--- config.mk ---
export PLATFORM = sky130hd
export DESIGN_NAME = mant_mul_arbiter_flat
export DESIGN_NICKNAME = d
export VERILOG_FILES = /design/src/rtl/mant_mul_arbiter_pkg.sv /design/src/rtl/mant_mul_arbiter_if.sv /design/src/rtl/mant_mul_arbiter_rr_arbiter.sv /design/src/rtl/mant_mul_arbiter.sv /design/src/flat_wrapper.sv
export SDC_FILE = /design/constraint.sdc
export NUM_CORES = 1
export LEC_CHECK = 0
export CAP_MARGIN = 25
export CORE_ASPECT_RATIO = 0.6
export CORE_MARGIN = 4
export CORE_UTILIZATION = 36
export CTS_BUF_LIST = sky130_fd_sc_hd__clkbuf_2
export CTS_CLUSTER_SIZE = 16
export DETAILED_ROUTE_END_ITERATION = 6
export GPL_TIMING_DRIVEN = 0
export PLACE_DENSITY = 0.82
export RECOVER_POWER = 50
export SLEW_MARGIN = 20
export SYNTH_ARGS = -nofsm -noshare
export SYNTH_HDL_FRONTEND = slang
export SYNTH_SLANG_ARGS = --single-unit
--- constraint.sdc ---
create_clock -name clk -period 2.9 [get_ports clk]
set_clock_uncertainty 0.05 [all_clocks]
set_input_delay 0.29 -clock clk [delete_from_list [all_inputs] [get_ports clk]]
set_output_delay 0.29 -clock clk [all_outputs]
set_load 0.05 [all_outputs]
--- src/rtl/mant_mul_arbiter_pkg.sv ---
// Shared constants and types for the mantissa-multiplier arbiter.
// Tag ids are carried at a fixed width; only the low id_width(N_REQ) bits are ever non-zero.
package mant_mul_arbiter_pkg;

  localparam int unsigned MANT_W   = 11;
  localparam int unsigned PROD_W   = 2 * MANT_W;
  localparam int unsigned ID_MAX_W = 3;  // enough for up to 8 requesters

  typedef struct packed {
    logic                valid;
    logic [ID_MAX_W-1:0] id;
  } tag_t;

  // Requester id width; never narrower than one bit.
  function automatic int unsigned id_width(input int unsigned n);
    return (n < 3) ? 1 : $clog2(n);
  endfunction

endpackage

--- src/rtl/mant_mul_arbiter_if.sv ---
// Requester-side issue/response bundle of the mantissa-multiplier arbiter.
// Operands are packed per requester: requester i at [i*MANT_W +: MANT_W].
interface mant_mul_arbiter_if #(
  parameter int unsigned N_REQ  = 4,
  parameter int unsigned MANT_W = 11
);

  logic [N_REQ-1:0]        req_valid;
  logic [N_REQ*MANT_W-1:0] req_a;
  logic [N_REQ*MANT_W-1:0] req_b;
  logic [N_REQ-1:0]        req_ready;
  logic [N_REQ-1:0]        rsp_valid;
  logic [2*MANT_W-1:0]     rsp_data;

  modport master (
    output req_valid, req_a, req_b,
    input  req_ready, rsp_valid, rsp_data
  );

  modport slave (
    input  req_valid, req_a, req_b,
    output req_ready, rsp_valid, rsp_data
  );

endinterface

--- src/rtl/mant_mul_arbiter_rr_arbiter.sv ---
// Combinational round-robin arbiter: grants the first request at or after ptr, wrapping at N.
// Works for non-power-of-2 N; ptr must be below N.
module mant_mul_arbiter_rr_arbiter #(
  parameter int unsigned N   = 4,
  parameter int unsigned IDW = 2
) (
  input  logic [N-1:0]   req,
  input  logic [IDW-1:0] ptr,
  output logic [N-1:0]   gnt,
  output logic [IDW-1:0] gnt_idx,
  output logic           gnt_valid
);

  logic [N-1:0] rot;
  logic [IDW:0] sum;

  // Rotate so bit k is the requester k places after ptr.
  assign rot = N'({req, req} >> ptr);

  always_comb begin
    sum       = '0;
    gnt_valid = 1'b0;
    for (int k = int'(N) - 1; k >= 0; k--) begin
      if (rot[k]) begin
        sum       = {1'b0, ptr} + (IDW+1)'(k);
        gnt_valid = 1'b1;
      end
    end
    if (sum >= (IDW+1)'(N)) begin
      sum = sum - (IDW+1)'(N);
    end
    gnt_idx = sum[IDW-1:0];
    for (int i = 0; i < int'(N); i++) begin
      gnt[i] = gnt_valid && (gnt_idx == IDW'(i));
    end
  end

endmodule

--- src/rtl/mant_mul_arbiter.sv ---
// Shares one pipelined mantissa multiplier among N_REQ requesters with round-robin issue;
// a tag pipe matched to MUL_LAT routes each product back to its requester as a one-cycle pulse.
module mant_mul_arbiter
  import mant_mul_arbiter_pkg::*;
#(
  parameter int unsigned N_REQ   = 4,
  parameter int unsigned MUL_LAT = 1
) (
  input  logic              clk,
  input  logic              rst,
  input  logic              en,
  mant_mul_arbiter_if.slave bus,
  output logic [MANT_W-1:0] mul_a,
  output logic [MANT_W-1:0] mul_b,
  input  logic [PROD_W-1:0] mul_out,
  output logic              busy
);

  localparam int unsigned IDW = id_width(N_REQ);
  // MUL_LAT+1 stages track the operand register and the multiplier, plus the output stage.
  localparam int unsigned NST = MUL_LAT + 2;

  logic [IDW-1:0]    rr_ptr_q;
  logic [IDW-1:0]    rr_ptr_d;
  logic [N_REQ-1:0]  gnt;
  logic [IDW-1:0]    gnt_idx;
  logic              gnt_valid;
  logic [MANT_W-1:0] a_sel;
  logic [MANT_W-1:0] b_sel;
  tag_t              tag_q [NST];
  logic [PROD_W-1:0] rsp_data_q;

  mant_mul_arbiter_rr_arbiter #(
    .N   (N_REQ),
    .IDW (IDW)
  ) u_rr_arbiter (
    .req       (bus.req_valid & {N_REQ{en}}),
    .ptr       (rr_ptr_q),
    .gnt       (gnt),
    .gnt_idx   (gnt_idx),
    .gnt_valid (gnt_valid)
  );

  assign bus.req_ready = gnt;

  always_comb begin
    a_sel = '0;
    b_sel = '0;
    for (int i = 0; i < int'(N_REQ); i++) begin
      if (gnt[i]) begin
        a_sel = bus.req_a[i*MANT_W +: MANT_W];
        b_sel = bus.req_b[i*MANT_W +: MANT_W];
      end
    end
  end

  assign rr_ptr_d = (gnt_idx == IDW'(N_REQ - 1)) ? '0 : gnt_idx + 1'b1;

  always_ff @(posedge clk) begin
    if (rst) begin
      rr_ptr_q   <= '0;
      mul_a      <= '0;
      mul_b      <= '0;
      rsp_data_q <= '0;
      for (int s = 0; s < int'(NST); s++) begin
        tag_q[s] <= '0;
      end
    end else begin
      if (gnt_valid) begin
        rr_ptr_q <= rr_ptr_d;
      end
      // a_sel/b_sel are zero when nothing is granted, which idles the multiplier inputs.
      mul_a          <= a_sel;
      mul_b          <= b_sel;
      tag_q[0].valid <= gnt_valid;
      tag_q[0].id    <= ID_MAX_W'(gnt_idx);
      for (int s = 1; s < int'(NST); s++) begin
        tag_q[s] <= tag_q[s-1];
      end
      rsp_data_q <= mul_out;
    end
  end

  assign bus.rsp_data = rsp_data_q;

  always_comb begin
    for (int i = 0; i < int'(N_REQ); i++) begin
      bus.rsp_valid[i] = tag_q[NST-1].valid && (tag_q[NST-1].id == ID_MAX_W'(i));
    end
  end

  always_comb begin
    busy = 1'b0;
    for (int s = 0; s < int'(NST); s++) begin
      busy = busy | tag_q[s].valid;
    end
  end

endmodule

--- src/flat_wrapper.sv ---
// flat-port wrapper written by rule: the top's interface ports become plain ports
module mant_mul_arbiter_flat import mant_mul_arbiter_pkg::*;
#(
  parameter int unsigned N_REQ   = 4,
  parameter int unsigned MUL_LAT = 1
)
  (clk, rst, en, mul_a, mul_b, mul_out, busy, bus_req_valid, bus_req_a, bus_req_b, bus_req_ready, bus_rsp_valid, bus_rsp_data);
  mant_mul_arbiter_if #(.N_REQ(N_REQ), .MANT_W((11))) bus_i ();
  input  logic clk;
  input  logic rst;
  input  logic en;
  output logic [MANT_W-1:0] mul_a;
  output logic [MANT_W-1:0] mul_b;
  input  logic [PROD_W-1:0] mul_out;
  output logic busy;
  input wire logic [$bits(bus_i.req_valid)-1:0] bus_req_valid;
  input wire logic [$bits(bus_i.req_a)-1:0] bus_req_a;
  input wire logic [$bits(bus_i.req_b)-1:0] bus_req_b;
  output wire logic [$bits(bus_i.req_ready)-1:0] bus_req_ready;
  output wire logic [$bits(bus_i.rsp_valid)-1:0] bus_rsp_valid;
  output wire logic [$bits(bus_i.rsp_data)-1:0] bus_rsp_data;
  assign bus_i.req_valid = bus_req_valid;
  assign bus_i.req_a = bus_req_a;
  assign bus_i.req_b = bus_req_b;
  assign bus_req_ready = bus_i.req_ready;
  assign bus_rsp_valid = bus_i.rsp_valid;
  assign bus_rsp_data = bus_i.rsp_data;
  mant_mul_arbiter #(.N_REQ(N_REQ), .MUL_LAT(MUL_LAT)) u_core (.clk(clk), .rst(rst), .en(en), .bus(bus_i), .mul_a(mul_a), .mul_b(mul_b), .mul_out(mul_out), .busy(busy));
endmodule
==> results of run 1 <==
## flip-flops by register name, summed over array words and instances (netlist names)
register,flops
u_core.rr_ptr_q,2
u_core.mul_b,11
u_core.bus.rsp_data,22
u_core.tag_q,9
u_core.mul_a,11
## cell families (layout without fill, tap and decap cells)
family / after synthesis / count (layout) / share of synthesized area
AOI/OAI and AO/OA: 78 / 78 / 0.214
muxes: 1 / 1 / 0.00409
and+or+nand+nor: 114 / 114 / 0.260
buffers and inverters: 24 / 200 / 0.0507
adders and majority gates: 4 / 4 / 0.0205
DFF: 55 / 55 / 0.450
## metrics by stage
stage / instance area (um2) / hold slack [ps] / std cells / utilization
after floorplan: 2440 / 312 / 276 / -
after global placement: 4240 / 368 / 529 / 0.670
after detailed placement: 4240 / 373 / 529 / 0.670
after CTS: 4320 / 257 / 536 / 0.682
after global routing: 4360 / 227 / 536 / 0.689
final: 4360 / 301 / 536 / 0.689
## area by class of cell
cell class | instances | area [um2] | share of cell area
repair buffers | 170 | 1690 | 0.387
multi-input cells | 197 | 1270 | 0.292
flip-flops and latches | 55 | 1100 | 0.253
plain buffers | 18 | 105 | 0.0241
well taps | 84 | 105 | 0.0241
clock inverters | 3 | 46.3 | 0.0106
clock buffers | 5 | 25.0 | 0.00574
inverters | 4 | 15.0 | 0.00344
## final timing paths
check / from / endpoint / cells past startpoint
worst max-delay path: en / bus_req_ready[2] / 8
worst min-delay path: mul_out[20] / u_core.bus.rsp_data[20] / 2
worst max register to register: u_core.rr_ptr_q[0] / u_core.mul_b[6] / 10
worst min register to register: u_core.tag_q[0][4] / u_core.tag_q[0][8] / 1
## power groups by stage
stage               logic, mW  registers [mW]  clock network (mW)
global route            0.720           0.824               0.437
CTS                     0.664           0.817               0.407
detailed placement      0.659           0.831                   0
floorplan               0.224           0.962                   0
global placement        0.649           0.829                   0
finish                  0.674           0.818               0.392
## synthesized netlist by cell type
library cell | n | area share
inv_1 | 4 | 0.0061
nand2_4 | 1 | 0.0046
o21ai_1 | 9 | 0.018
ha_1 | 4 | 0.020
and2_1 | 3 | 0.0077
a211oi_1 | 21 | 0.064
o21ai_0 | 6 | 0.012
nor2b_4 | 1 | 0.0056
o221ai_1 | 1 | 0.0036
and2b_1 | 1 | 0.0031
nand3b_1 | 20 | 0.061
o21ai_2 | 8 | 0.029
a22oi_1 | 2 | 0.0061
buf_6 | 4 | 0.018
and2_2 | 1 | 0.0031
o21a_1 | 1 | 0.0031
and3_1 | 1 | 0.0026
a21oi_1 | 23 | 0.047
nor2_1 | 24 | 0.037
nand2_1 | 25 | 0.038
or3_1 | 1 | 0.0026
and3b_1 | 2 | 0.0072
nand2b_1 | 1 | 0.0026
buf_4 | 1 | 0.0031
o211ai_1 | 2 | 0.0061
nor2b_1 | 31 | 0.079
o41a_4 | 1 | 0.0087
mux2i_1 | 1 | 0.0041
nor3b_1 | 1 | 0.0031
nor3_1 | 1 | 0.0020
o221a_2 | 2 | 0.0092
dfxtp_1 | 55 | 0.45
clkbuf_1 | 15 | 0.023
o32ai_1 | 1 | 0.0036
a21o_1 | 1 | 0.0031
## timing repair
action,in CTS,in global routing
buffers inserted,0,1
pin swaps,0,1
gates resized for setup,25,14
hold buffers,0,0
setup endpoints to repair,4,4
endpoints found under the hold margin,0,0
## layer usage
layer | wire length, um | vias up | track usage
met1 | 3830 | 1219 | 0.285
met4 | 170 | 0 | 0.0659
met3 | 753 | 19 | 0.0557
li1 | - | 1302 | -
met5 | 0 | - | 0
met2 | 3930 | 105 | 0.317
## worst max-delay path, delay by kind of cell
kind                     cells  cell delay (ps)
AO/OA/AOI/OAI                2              560
adder cells (fa/ha/maj)      1              240
buffers and inverters        3             1040
AND/OR/NAND/NOR              2              350
==> qor.csv, run 1 <==
metric,value,unit
outcome,"finished, final reports clean",
p_sw,0.611,mW
yosysUniqueCellTypes,35,
vias,2645,
first_iter_violations,165,
wire_per_inst,16.2,um
final_common_cell,clkdlybuf4s50_1,
grt.overflow.total,0,
num_rows,22,
clock.fmax,356,MHz
layout-drive-gt1-share,0.0907,
rrSetupSlack,300,ps
tightest_slew,529,ps
grt_pass1_vias,2655,
grt_pass1_wl,13.4,mm
clkPwrFrac,0.208,
cts_buffers,5,
path_max_fanout,18,
sw_frac_of_total,0.324,
setup_ws,93.9,ps
avgViaCountPerCell,4.93,
seqPwrFrac,0.434,
combPwrFrac,0.358,
clock_latency,440,ps
cap_violations,0,
fin_setup_tns,0,ps
cts_root_buf,clkbuf_2,
total_power,1.88,mW
cp_slowest_cell,clkdlybuf4s50_1,
grt_max_degree,19,
yosys_warnings,0,
synthesis.area,2440,um2
final_antenna_net_count,0,
finalMaxSlewViolations,0,
finalSetupViolCount,0,
hp-class,in2reg,
required,2560,ps
path_clk_slew,280,ps
syn_inst,276,
crit_arrival,2470,ps
crit_chain,clkdlybuf4s50_1 -> o211ai_1 -> o32ai_2 -> nand2_1 -> ha_1 -> buf_4 -> and2_2 -> buf_2,
leakagePower,1.62,nW
critPathCaptureType,output pin,
fill_cells,521,
hold_viol_final,0,
io_pins,170,
dieArea,8220,um2
hpwl,7.22,mm
slew_headroom,0.646,
dp_slack,-969,ps
die_w,114,um
grt_use_total,0.208,
synth-seq-cells,55,
p_int,1.27,mW
portBuffers,169,
cts_tree,yes,
ys_seq_area_frac,0.450,
post_synth.cell_area_avg,8.86,um2
core-area,6330,um2
syn_to_final_growth,78.5,%
fin_crit_sh,0.968,
antenna_found_initial,0,
vdd_ir_drop_max,0.000253,V
finalCriticalPeriod,2810,ps
die_y,71.8,um
cts_num_sinks,55,
final_cell_mix,"164 x clkdlybuf4s50_1, 53 x dfxtp_1, 31 x nor2b_1",
htreeDepth,2,
cp-start-kind,primary input,
layout.nets,572,
antenna_cells,0,
synth_nets,397,
power_per_cell_area,432,nW/um2
rsz0062_at_grt,true,
max_stage_delay,630,ps
routed_wl,8.68,mm
drt_pass1_iterations,4,
gp_congestion,0.910,
drc_errors,0,
criticalPathCategory,in2out,
start_util,0.386,
clockBufferDepth,2,
(Power assumes the default switching activity.)
==> run 2: changes to the inputs <==
CORE_UTILIZATION = 37   (was 36)
CTS_CLUSTER_SIZE = 30   (was 16)
REMOVE_ABC_BUFFERS = 1   (was not set)
SYNTH_HIERARCHICAL = 1   (was not set)
==> run 2 against run 1 <==
  * Critical path depth is 3 lower
  * Highest routed layer unchanged
  * Power up 4.2%
  * Cell area is 0.77% higher
  * Clock power increased by 2%
  * Setup slack better by 45 ps
  * Utilization fell by 3.9 points
  * Critical path type unchanged
  * Via count down 6.6%
==> qor.csv, run 2 <==
metric,value,unit,change
wl_met1,3.64,mm,was 3.83 mm
avgViaCountPerCell,5.06,,was 4.93
layout.nets,517,,was 572
final_antenna_net_count,0,,unchanged
grt_max_degree,57,,was 19
die_w,117,um,was 114 um
cts_num_sinks,55,,unchanged
start_util,0.387,,was 0.386
leakagePower,1.63,nW,was 1.62 nW
path_max_fanout,25,,was 18
portBuffers,169,,unchanged
clock.fmax,362,MHz,was 356 MHz
yosys_warnings,6,,was 0
tightest_slew,1320,ps,was 529 ps
gp_congestion,0.773,,was 0.910
synthesis.area,2620,um2,was 2440 um2
hp-class,in2reg,,unchanged
required,2560,ps,about the same
wire_per_inst,18.2,um,was 16.2 um
layout-drive-gt1-share,0.138,,was 0.0907
grt.overflow.total,0,,unchanged
synth_edf_count,0,,unchanged
grt_pass1_vias,2589,,was 2655
netlist.top_cell.by_area,dfxtp_1,,unchanged
wl_met2,4.34,mm,was 3.93 mm
cp-start-kind,primary input,,unchanged
rsz0062_at_grt,false,,was true
finalSetupViolCount,0,,unchanged
final_cell_mix,"144 x clkdlybuf4s50_1, 55 x nor2b_1, 54 x dfxtp_1",,"was 164 x clkdlybuf4s50_1, 53 x dfxtp_1, 31 x nor2b_1"
yosysUniqueCellTypes,35,,unchanged
criticalPathCategory,in2out,,unchanged
clockBufferDepth,2,,unchanged
clock_latency,430,ps,was 440 ps
core-area,6760,um2,was 6330 um2
routed_wl,8.89,mm,was 8.68 mm
fin_hold_ws,306,ps,was 301 ps
post_cts_buffers,0,,unchanged
cts_tree,yes,,unchanged
syn_inst,244,,was 276
grt_use_total,0.202,,was 0.208
finalMaxSlewViolations,0,,unchanged
drc_errors,0,,unchanged
synth_flop_cell,dfxtp_1,,unchanged
critPathCaptureType,output pin,,unchanged
post_synth.cell_area_avg,10.7,um2,was 8.86 um2
synth-seq-cells,55,,unchanged
cap_violations,0,,unchanged
cts_hold_buf,0,,unchanged
io_pins,170,,unchanged
dieArea,8520,um2,was 8220 um2
vias,2470,,was 2645
num_rows,23,,was 22
fill_cells,530,,was 521
cts_root_buf,clkbuf_2,,unchanged
grt_pass1_wl,13.4,mm,about the same
crit_arrival,2420,ps,was 2470 ps
largest_reg_flops,22,,unchanged
hold_viol_final,0,,unchanged
drt_pass1_iterations,4,,unchanged
hpwl,6.68,mm,was 7.22 mm
synth_top_area_frac,0.421,,was 0.450
ys_seq_area_frac,0.421,,was 0.450
path_clk_slew,280,ps,about the same
power_per_cell_area,446,nW/um2,was 432 nW/um2
htreeDepth,2,,unchanged
total_power,1.96,mW,was 1.88 mW
syn_to_final_growth,68.1,%,was 78.5%
ys_top_cells_by_area,"dfxtp_1 42%, nor2b_1 13%, a221oi_2 11%",,"was dfxtp_1 45%, nor2b_1 7.9%, a211oi_1 6.4%"
outcome,"finished, final reports clean",,unchanged
final_common_cell,clkdlybuf4s50_1,,unchanged
antenna_found_initial,0,,unchanged
ys_top_cells_by_count,"55 x dfxtp_1, 55 x nor2b_1, 24 x nand2_1",,"was 55 x dfxtp_1, 31 x nor2b_1, 25 x nand2_1"
cts_buffers,5,,unchanged
fin_crit_sh,0.952,,was 0.968
async_reset_ff_frac,0,,unchanged
slew_headroom,0.117,,was 0.646
vdd_ir_drop_max,0.000214,V,was 0.000253 V
final_core_util,0.650,,was 0.689
routed-wl-met3,887,um,was 753 um
maxUsedRoutingLayer,met4,,unchanged
finalCriticalPeriod,2760,ps,was 2810 ps
die_y,73.1,um,was 71.8 um
first_iter_violations,107,,was 165
## run 2: critical path, stage by stage
cell	delay, ps
clkdlybuf4s50_1	440
and2_1	250
nor2_1	260
o221a_4	570
dlygate4sd2_1	600
## run 2: cell families after synthesis
group / Yosys count / synth area share
and+or+nand+nor: 97 / 0.207
AOI/OAI and AO/OA: 61 / 0.292
adders and majority gates: 1 / 0.00478
DFF: 55 / 0.421
buffers and inverters: 27 / 0.0641
muxes: 3 / 0.0115
## run 2: power by group
part           internal (mW)  switching [mW]
registers              0.817          0.0240
logic                  0.334           0.390
clock network          0.147           0.251
total                   1.30           0.665
## run 2: repair_timing
action / 4_1_cts / 5_1_grt
gates resized for setup: 5 / 1
endpoints found under the hold margin: 0 / 0
setup endpoints to repair: 3 / 2
## run 2: metal layers
metal | global-route usage | vias up
li1 | - | 1187
met1 | 0.242 | 1174
met2 | 0.368 | 104
met5 | 0 | -
met4 | 0.0267 | 0
met3 | 0.0605 | 5
## run 2: per-stage QoR
step                      TNS [ps]  setup slack [ps]  instances  cell area, um2
after global placement      -77940             -4330        477            4260
after detailed placement     -5820              -400        479            4310
after floorplan             -54600             -2390        221            2460
after global routing             0              15.7        487            4390
after CTS                        0              57.6        487            4400
final                            0               139        488            4400
## run 2: worst paths after layout
check | end | from | slack [ps] | depth (start not counted)
hold reg to reg | u_core/tag_q[0][5] | u_core/tag_q[0][1] | 410 | 1
hold / removal | u_core/bus.rsp_data[9] | mul_out[9] | 310 | 2
setup reg to reg | u_core/mul_a[9] | u_core/rr_ptr_q[1] | 400 | 5
setup / recovery | bus_req_ready[1] | en | 140 | 5
## run 2: cell type report
class	count	area [um2]	share of cell area
multi-input cells	162	1380	0.313
inverters	4	15.0	0.00341
diodes	1	2.50	0.000569
clock buffers	5	25.0	0.00569
repair buffers	171	1730	0.392
clock inverters	3	42.5	0.00968
flip-flops and latches	55	1100	0.251
well taps	87	109	0.0248
